**config.mk**
```make
export PLATFORM = sky130hd
export DESIGN_NAME = sseg_scan
export DESIGN_NICKNAME = d
export VERILOG_FILES = /design/src/rtl/sseg_pkg.sv /design/src/rtl/sseg_scan_timer.sv /design/src/rtl/sseg_scan.sv
export SDC_FILE = /design/constraint.sdc
export NUM_CORES = 1
export LEC_CHECK = 0
export ABC_AREA = 0
export CAP_MARGIN = 10
export CORE_ASPECT_RATIO = 1.75
export CORE_MARGIN = 2
export CORE_UTILIZATION = 35
export DETAILED_ROUTE_END_ITERATION = 6
export HOLD_SLACK_MARGIN = 0.03
export REMOVE_ABC_BUFFERS = 1
export SLEW_MARGIN = 20
export SYNTH_ARGS = -nofsm -noshare
export SYNTH_HDL_FRONTEND = slang
export SYNTH_SLANG_ARGS = --single-unit
```
**constraint.sdc**
```tcl
create_clock -name clk -period 3.18 [get_ports clk]
set_input_delay 0.318 -clock clk [delete_from_list [all_inputs] [get_ports clk]]
set_output_delay 0.318 -clock clk [all_outputs]
set_load 0.01 [all_outputs]
```
**src/rtl/sseg_pkg.sv**
```systemverilog
// Shared constants and types for the 7-segment display path: glyphs, blank
// codes and the registered display word used by the scan driver.
package sseg_pkg;

  localparam int N_DIGITS = 4;

  localparam logic [6:0] SSEG_BLANK = 7'b1111111;
  localparam logic [3:0] AN_OFF     = 4'b1111;

  // Glyphs, gfedcba, active low
  localparam logic [6:0] SSEG_0    = 7'b1000000;
  localparam logic [6:0] SSEG_1    = 7'b1111001;
  localparam logic [6:0] SSEG_2    = 7'b0100100;
  localparam logic [6:0] SSEG_3    = 7'b0110000;
  localparam logic [6:0] SSEG_4    = 7'b0011001;
  localparam logic [6:0] SSEG_5    = 7'b0010010;
  localparam logic [6:0] SSEG_6    = 7'b0000010;
  localparam logic [6:0] SSEG_7    = 7'b1111000;
  localparam logic [6:0] SSEG_8    = 7'b0000000;
  localparam logic [6:0] SSEG_9    = 7'b0010000;
  localparam logic [6:0] SSEG_P    = 7'b0001100;
  localparam logic [6:0] SSEG_DASH = 7'b0111111;

  typedef logic [1:0] dig_idx_t;

  typedef enum logic {
    PH_VISIBLE = 1'b0,
    PH_HIDDEN  = 1'b1
  } blink_phase_t;

  typedef struct packed {
    logic [3:0] an;
    logic [6:0] sseg;
    logic       dp;
  } disp_t;

  localparam disp_t DISP_OFF = '{an: AN_OFF, sseg: SSEG_BLANK, dp: 1'b1};

  function automatic logic [3:0] an_sel(input dig_idx_t idx);
    logic [3:0] a;
    a      = AN_OFF;
    a[idx] = 1'b0;
    return a;
  endfunction

endpackage

```
**src/rtl/sseg_scan_timer.sv**
```systemverilog
// Slot/digit sequencer for the display scan: slot counter, digit index,
// frame counter and blink phase, exposed as decoded strobes.
module sseg_scan_timer
  import sseg_pkg::*;
#(
  parameter int SLOT_CYC     = 100000,
  parameter int BLANK_CYC    = 1000,
  parameter int BLINK_FRAMES = 128
) (
  input  logic         clk,
  input  logic         rst,
  output dig_idx_t     idx,
  output logic         in_blank,
  output logic         snap,
  output blink_phase_t phase
);

  localparam int CNT_W = $clog2(SLOT_CYC);
  localparam int FRM_W = (BLINK_FRAMES > 1) ? $clog2(BLINK_FRAMES) : 1;

  localparam logic [CNT_W-1:0] CNT_LAST  = CNT_W'(SLOT_CYC - 1);
  localparam logic [CNT_W-1:0] BLANK_LIM = CNT_W'(BLANK_CYC);
  localparam logic [FRM_W-1:0] FRM_LAST  = FRM_W'(BLINK_FRAMES - 1);
  localparam dig_idx_t         IDX_LAST  = dig_idx_t'(N_DIGITS - 1);

  logic [CNT_W-1:0] cnt, cnt_nx;
  dig_idx_t         idx_nx;
  logic [FRM_W-1:0] frm, frm_nx;
  blink_phase_t     phase_nx;

  always_ff @(posedge clk) begin
    if (rst) begin
      cnt   <= '0;
      idx   <= '0;
      frm   <= '0;
      phase <= PH_VISIBLE;
    end else begin
      cnt   <= cnt_nx;
      idx   <= idx_nx;
      frm   <= frm_nx;
      phase <= phase_nx;
    end
  end

  // Frame counting only advances when the last digit's slot wraps to digit 0
  always_comb begin
    cnt_nx   = cnt + CNT_W'(1);
    idx_nx   = idx;
    frm_nx   = frm;
    phase_nx = phase;
    if (cnt == CNT_LAST) begin
      cnt_nx = '0;
      idx_nx = idx + dig_idx_t'(1);
      if (idx == IDX_LAST) begin
        if (frm == FRM_LAST) begin
          frm_nx   = '0;
          phase_nx = (phase == PH_VISIBLE) ? PH_HIDDEN : PH_VISIBLE;
        end else begin
          frm_nx = frm + FRM_W'(1);
        end
      end
    end
  end

  assign in_blank = (cnt < BLANK_LIM);
  assign snap     = (cnt == '0) && (idx == '0);

endmodule

```
**src/rtl/sseg_scan.sv**
```systemverilog
// Time-multiplexed 4-digit common-anode 7-segment driver with per-frame
// input snapshot, inter-digit blanking gap and per-digit blinking.
module sseg_scan
  import sseg_pkg::*;
#(
  parameter int SLOT_CYC     = 100000,
  parameter int BLANK_CYC    = 1000,
  parameter int BLINK_FRAMES = 128
) (
  input  logic       clk,
  input  logic       rst,
  input  logic       en,
  input  logic [6:0] dig0,
  input  logic [6:0] dig1,
  input  logic [6:0] dig2,
  input  logic [6:0] dig3,
  input  logic [3:0] dp_in,
  input  logic [3:0] blink,
  output logic [3:0] an,
  output logic [6:0] sseg,
  output logic       dp
);

  if (SLOT_CYC < 2) begin : g_bad_slot
    $error("sseg_scan: SLOT_CYC must be >= 2");
  end
  if (BLANK_CYC >= SLOT_CYC) begin : g_bad_blank
    $error("sseg_scan: BLANK_CYC must be < SLOT_CYC");
  end
  if (BLINK_FRAMES < 1) begin : g_bad_blink
    $error("sseg_scan: BLINK_FRAMES must be >= 1");
  end

  dig_idx_t     idx;
  logic         in_blank;
  logic         snap;
  blink_phase_t phase;

  sseg_scan_timer #(
    .SLOT_CYC    (SLOT_CYC),
    .BLANK_CYC   (BLANK_CYC),
    .BLINK_FRAMES(BLINK_FRAMES)
  ) u_timer (
    .clk     (clk),
    .rst     (rst),
    .idx     (idx),
    .in_blank(in_blank),
    .snap    (snap),
    .phase   (phase)
  );

  // Shadow copy keeps one frame coherent even if the converters change mid-scan
  logic [6:0] sh_dig [N_DIGITS];
  logic [3:0] sh_dp;
  logic [3:0] sh_blink;

  always_ff @(posedge clk) begin
    if (rst) begin
      for (int k = 0; k < N_DIGITS; k++) sh_dig[k] <= SSEG_BLANK;
      sh_dp    <= '1;
      sh_blink <= '0;
    end else if (snap) begin
      sh_dig[0] <= dig0;
      sh_dig[1] <= dig1;
      sh_dig[2] <= dig2;
      sh_dig[3] <= dig3;
      sh_dp     <= dp_in;
      sh_blink  <= blink;
    end
  end

  // Stage p0: select the digit for the current slot, or blank
  disp_t out_p0;
  logic  blank_p0;

  always_comb begin
    blank_p0 = in_blank || !en || (sh_blink[idx] && (phase == PH_HIDDEN));
    out_p0   = DISP_OFF;
    if (!blank_p0) begin
      out_p0 = '{an: an_sel(idx), sseg: sh_dig[idx], dp: sh_dp[idx]};
    end
  end

  // Stage p1: registered pins
  disp_t out_p1;

  always_ff @(posedge clk) begin
    if (rst) out_p1 <= DISP_OFF;
    else     out_p1 <= out_p0;
  end

  assign an   = out_p1.an;
  assign sseg = out_p1.sseg;
  assign dp   = out_p1.dp;

endmodule

```
==> results list <==
- The flow ran to the end, and the final reports show no timing, DRC or antenna violations.
* CTS tree: done
- Summed instance area of the synthesized netlist: 0.00325 sq mm
* FP Rows: 46
- In this run, synthesis produced a sequential element count of 75.
* Pin count of the biggest net entering global routing: 37
- Using the TritonRoute via totals, the vias-per-cell ratio works out to 4.89.
- Proportion of synthesized flip-flops having asynchronous set or reset: 0%
* I/O pin count: 51
* Drt first-iter violations: 109
* Clk sink count: 75
- The detail route stage leaves a number of antenna-violating nets equal to 0.
- Worst slew pin tran: 0.561 ns
* Die span in x: 76.8 microns
* Power Density: 556 mW/mm^2
- Launching point of the worst reg2reg path: u_timer.idx[1]
* Max Root-Sink Buffers: 2
- CP max FO: 32
* Layout cells sized above 1: 10.1%
* Worst vdd rail ir drop: 0.000309 V
* Root Buffer Master: sky130_fd_sc_hd__clkbuf_16
* Highest-delay cell along the critical path: sky130_fd_sc_hd__buf_4
* Leak: 1.39 nW
* Final setup violation count: 0
- Post-synthesis to final-layout area growth: 29.7%
- The HPWL after detailed placement is 4740 microns.
- Per-instance average area after synthesis: 11.2 sq um
- The first detailed-routing pass ran for 4 iterations.
* Max-cap violations: 0
* Via count: 2285
- Die extent in y: 131 microns
- Launching element of the worst setup path: u_timer.idx[1]
- Global-route congestion overflow total: 0
- The max-slew violation total from the final report was 0.
- The initial antenna violation count is 0.
- # resized after CTS: 0
- Final core utilization: 46.6%
* Number of CTS-inserted buffers: 9
- Period minus WS final: 2.20 ns
- Global routing used 13.8% of the available tracks across all layers.
- Hold timing on the final database bottoms out at a slack of 0.482 ns.
- Sequential cells were found to cover 54.9% of the synthesized design area.
- STA classifies the critical path startpoint as a register.
- The region available for standard cell placement spans 0.00904 sq mm.
- Sort of element at the end of the critical path: register
- Data arrival at the endpoint of the critical path: 2.19 ns
* Die area: 0.0101 sq mm
- Between clock sinks in the finished design, the worst skew comes to 0.00784 ns.
* Number of global-route vias before repair: 2352
- The number of setup buffers added after CTS is 0.
- Cell breakdown of the critical path: buf_4 > inv_1 > ha_1 > nor4b_1 > and4_1 > a21oi_1 > inv_1 > buf_4
* I/O Buffers: 50
- Total inserted antenna cells: 0
- Counting flops with a built-in enable in the synthesized netlist gives 28.
- Critical path class: register to register
- Initial Util: 35.9%
- After detailed routing, the average wire length per cell comes to 13.7 microns.
* Post-layout nets: 388
- Total number of yosys warnings: 0
- WP buf/inv: 4
- Achievable clock frequency: 0.455 GHz
* First-pass GRT wire length: 11000 microns
* Summed negative setup slack over all endpoints: 0 ns
* RSZ-0062 raised after global routing: no
- In this design, the stage delay of the slowest critical-path cell is 0.35 ns.
* Hold crit path type: register to register
- In the synthesized netlist the dominant register cell turns out to be sky130_fd_sc_hd__dfxtp_1.
- After detailed routing, the number of remaining DRC violations is 0.
- Final period utilization: 69.2%
- Distinct cells, synth: 41
- For this block, the routed nets add up to 6390 microns of wire.
* H-tree depth reported by CTS: 3
- Cell family contributing the most delay on the critical path: buffers and inverters
- The final count of hold timing violations was 0.
- Clock-pin slew was measured on the worst setup and hold paths at 0.06 ns.
- For this design, the CTS-stage hold fixing added 0 buffers.
- The worst hold path begins at sh_blink[2].
- Required time reported for the critical path endpoint: 3.17 ns
- Global placement routability congestion: 0.802
- Synthesis produced 289 cells.
- Measured against its own limit, the worst slew margin works out to 62.5%.
- Insertion delay to the later sink of the worst-skew pair: 0.33 ns
## final timing paths
kind	endpoint	slack, ns	cells past startpoint
setup / recovery	sh_dig[1][0]	0.98	8
hold / removal	sh_blink[2]	0.48	1
setup reg to reg	sh_dig[1][0]	0.98	8
hold reg to reg	sh_blink[2]	0.48	1
## layout make-up
type / instances / area, sq um
inverters: 13 / 48.8
flip-flops and latches: 75 / 1780
clock buffers: 10 / 229
clock inverters: 6 / 105
repair buffers: 56 / 546
multi-input cells: 187 / 1350
well taps: 120 / 150
fillers: 851 / 4830
## synthesized netlist by cell type (2+ instances only)
| library cell | count | area, sq um |
|---|---|---|
| sky130_fd_sc_hd__nor2_1 | 19 | 71.3 |
| sky130_fd_sc_hd__nor3_1 | 8 | 40.0 |
| sky130_fd_sc_hd__o31ai_1 | 3 | 22.5 |
| sky130_fd_sc_hd__nand4_1 | 6 | 37.5 |
| sky130_fd_sc_hd__nand2b_1 | 36 | 225 |
| sky130_fd_sc_hd__and3_1 | 2 | 12.5 |
| sky130_fd_sc_hd__a2bb2oi_1 | 4 | 35.0 |
| sky130_fd_sc_hd__edfxtp_1 | 28 | 841 |
| sky130_fd_sc_hd__nor2b_1 | 2 | 12.5 |
| sky130_fd_sc_hd__mux4_2 | 9 | 203 |
| sky130_fd_sc_hd__ha_1 | 7 | 87.6 |
| sky130_fd_sc_hd__nand2_1 | 16 | 60.1 |
| sky130_fd_sc_hd__xor2_1 | 3 | 26.3 |
| sky130_fd_sc_hd__nand3_1 | 9 | 45.0 |
| sky130_fd_sc_hd__dfxtp_1 | 47 | 941 |
| sky130_fd_sc_hd__a22o_1 | 4 | 35.0 |
| sky130_fd_sc_hd__inv_1 | 13 | 48.8 |
| sky130_fd_sc_hd__clkbuf_2 | 2 | 10.0 |
| sky130_fd_sc_hd__or4_1 | 3 | 22.5 |
| sky130_fd_sc_hd__or3_1 | 3 | 18.8 |
| sky130_fd_sc_hd__o21ai_0 | 7 | 35.0 |
| sky130_fd_sc_hd__and4b_1 | 2 | 20.0 |
| sky130_fd_sc_hd__and4_1 | 4 | 35.0 |
| sky130_fd_sc_hd__xnor2_1 | 9 | 78.8 |
| sky130_fd_sc_hd__nor4_1 | 4 | 25.0 |
| sky130_fd_sc_hd__mux2_2 | 2 | 22.5 |
| sky130_fd_sc_hd__nand4b_1 | 2 | 17.5 |
| sky130_fd_sc_hd__a21oi_1 | 12 | 60.1 |
| sky130_fd_sc_hd__buf_2 | 9 | 45.0 |
| sky130_fd_sc_hd__clkbuf_1 | 3 | 11.3 |
## metrics by stage
stage | area [sq um] | total power, mW | std cells | setup slack, ns
after floorplan | 3180 | 1.15 | 275 | 0.705
after global placement | 3870 | 1.22 | 451 | 0.983
after detailed placement | 3870 | 1.23 | 451 | 0.976
after CTS | 4210 | 2.37 | 467 | 0.959
after global routing | 4210 | 2.43 | 467 | 0.779
final | 4210 | 2.34 | 467 | 0.980
## report_power, final
part | leakage (nW) | total (mW) | internal (mW) | switching, mW
Clock | 0.166 | 1.14 | 0.762 | 0.374
Combinational | 0.611 | 0.143 | 0.0854 | 0.0577
Sequential | 0.614 | 1.06 | 1.04 | 0.0171
## sequential cells by signal, indices dropped and copies added, names as in the netlist, 2 cells and up
| name | count |
|---|---|
| sh_dig | 28 |
| u_timer.cnt | 17 |
| sseg | 7 |
| u_timer.frm | 7 |
| an | 4 |
| sh_blink | 4 |
| sh_dp | 4 |
| u_timer.idx | 2 |
## routing by layer
layer / routed length [microns] / vias up / track usage, %
li1: - / 1139 / -
met1: 2590 / 1086 / 15.1
met2: 3370 / 48 / 23.7
met3: 251 / 12 / 4.40
met4: 178 / 0 / 7.07
met5: 0 / - / 0
## placed cells by master (no fill, tap or decap), types with 3 or more instances in the layout
cell and instances:
sky130_fd_sc_hd__xor2_1 3, sky130_fd_sc_hd__mux4_2 9, sky130_fd_sc_hd__nand4_1 6, sky130_fd_sc_hd__or3_1 3, sky130_fd_sc_hd__and4_1 4, sky130_fd_sc_hd__xnor2_1 9, sky130_fd_sc_hd__inv_1 13, sky130_fd_sc_hd__edfxtp_1 28
sky130_fd_sc_hd__clkdlybuf4s50_1 50, sky130_fd_sc_hd__clkinv_2 3, sky130_fd_sc_hd__buf_4 6, sky130_fd_sc_hd__nor4_1 4, sky130_fd_sc_hd__a21oi_1 12, sky130_fd_sc_hd__dfxtp_1 47, sky130_fd_sc_hd__a2bb2oi_1 4, sky130_fd_sc_hd__clkbuf_16 9
sky130_fd_sc_hd__nand3_1 9, sky130_fd_sc_hd__nand2b_1 36, sky130_fd_sc_hd__o31ai_1 3, sky130_fd_sc_hd__or4_1 3, sky130_fd_sc_hd__nor2_1 19, sky130_fd_sc_hd__bufinv_16 3, sky130_fd_sc_hd__o21ai_0 7, sky130_fd_sc_hd__a22o_1 4
sky130_fd_sc_hd__nand2_1 16, sky130_fd_sc_hd__ha_1 7, sky130_fd_sc_hd__nor3_1 8
## logic make-up (layout without fill, tap and decap cells)
kind of cell,after synthesis,after routing,share of synthesized area (%)
AND/OR/NAND/NOR,123,123,22.0
flip-flops,75,75,54.9
AO/OA/AOI/OAI,34,34,6.71
buffers and inverters,27,85,3.55
XOR/XNOR,12,12,3.24
multiplexers,11,11,6.94
adder cells (fa/ha/maj),7,7,2.70
Power figures use the tool's default switching activity.
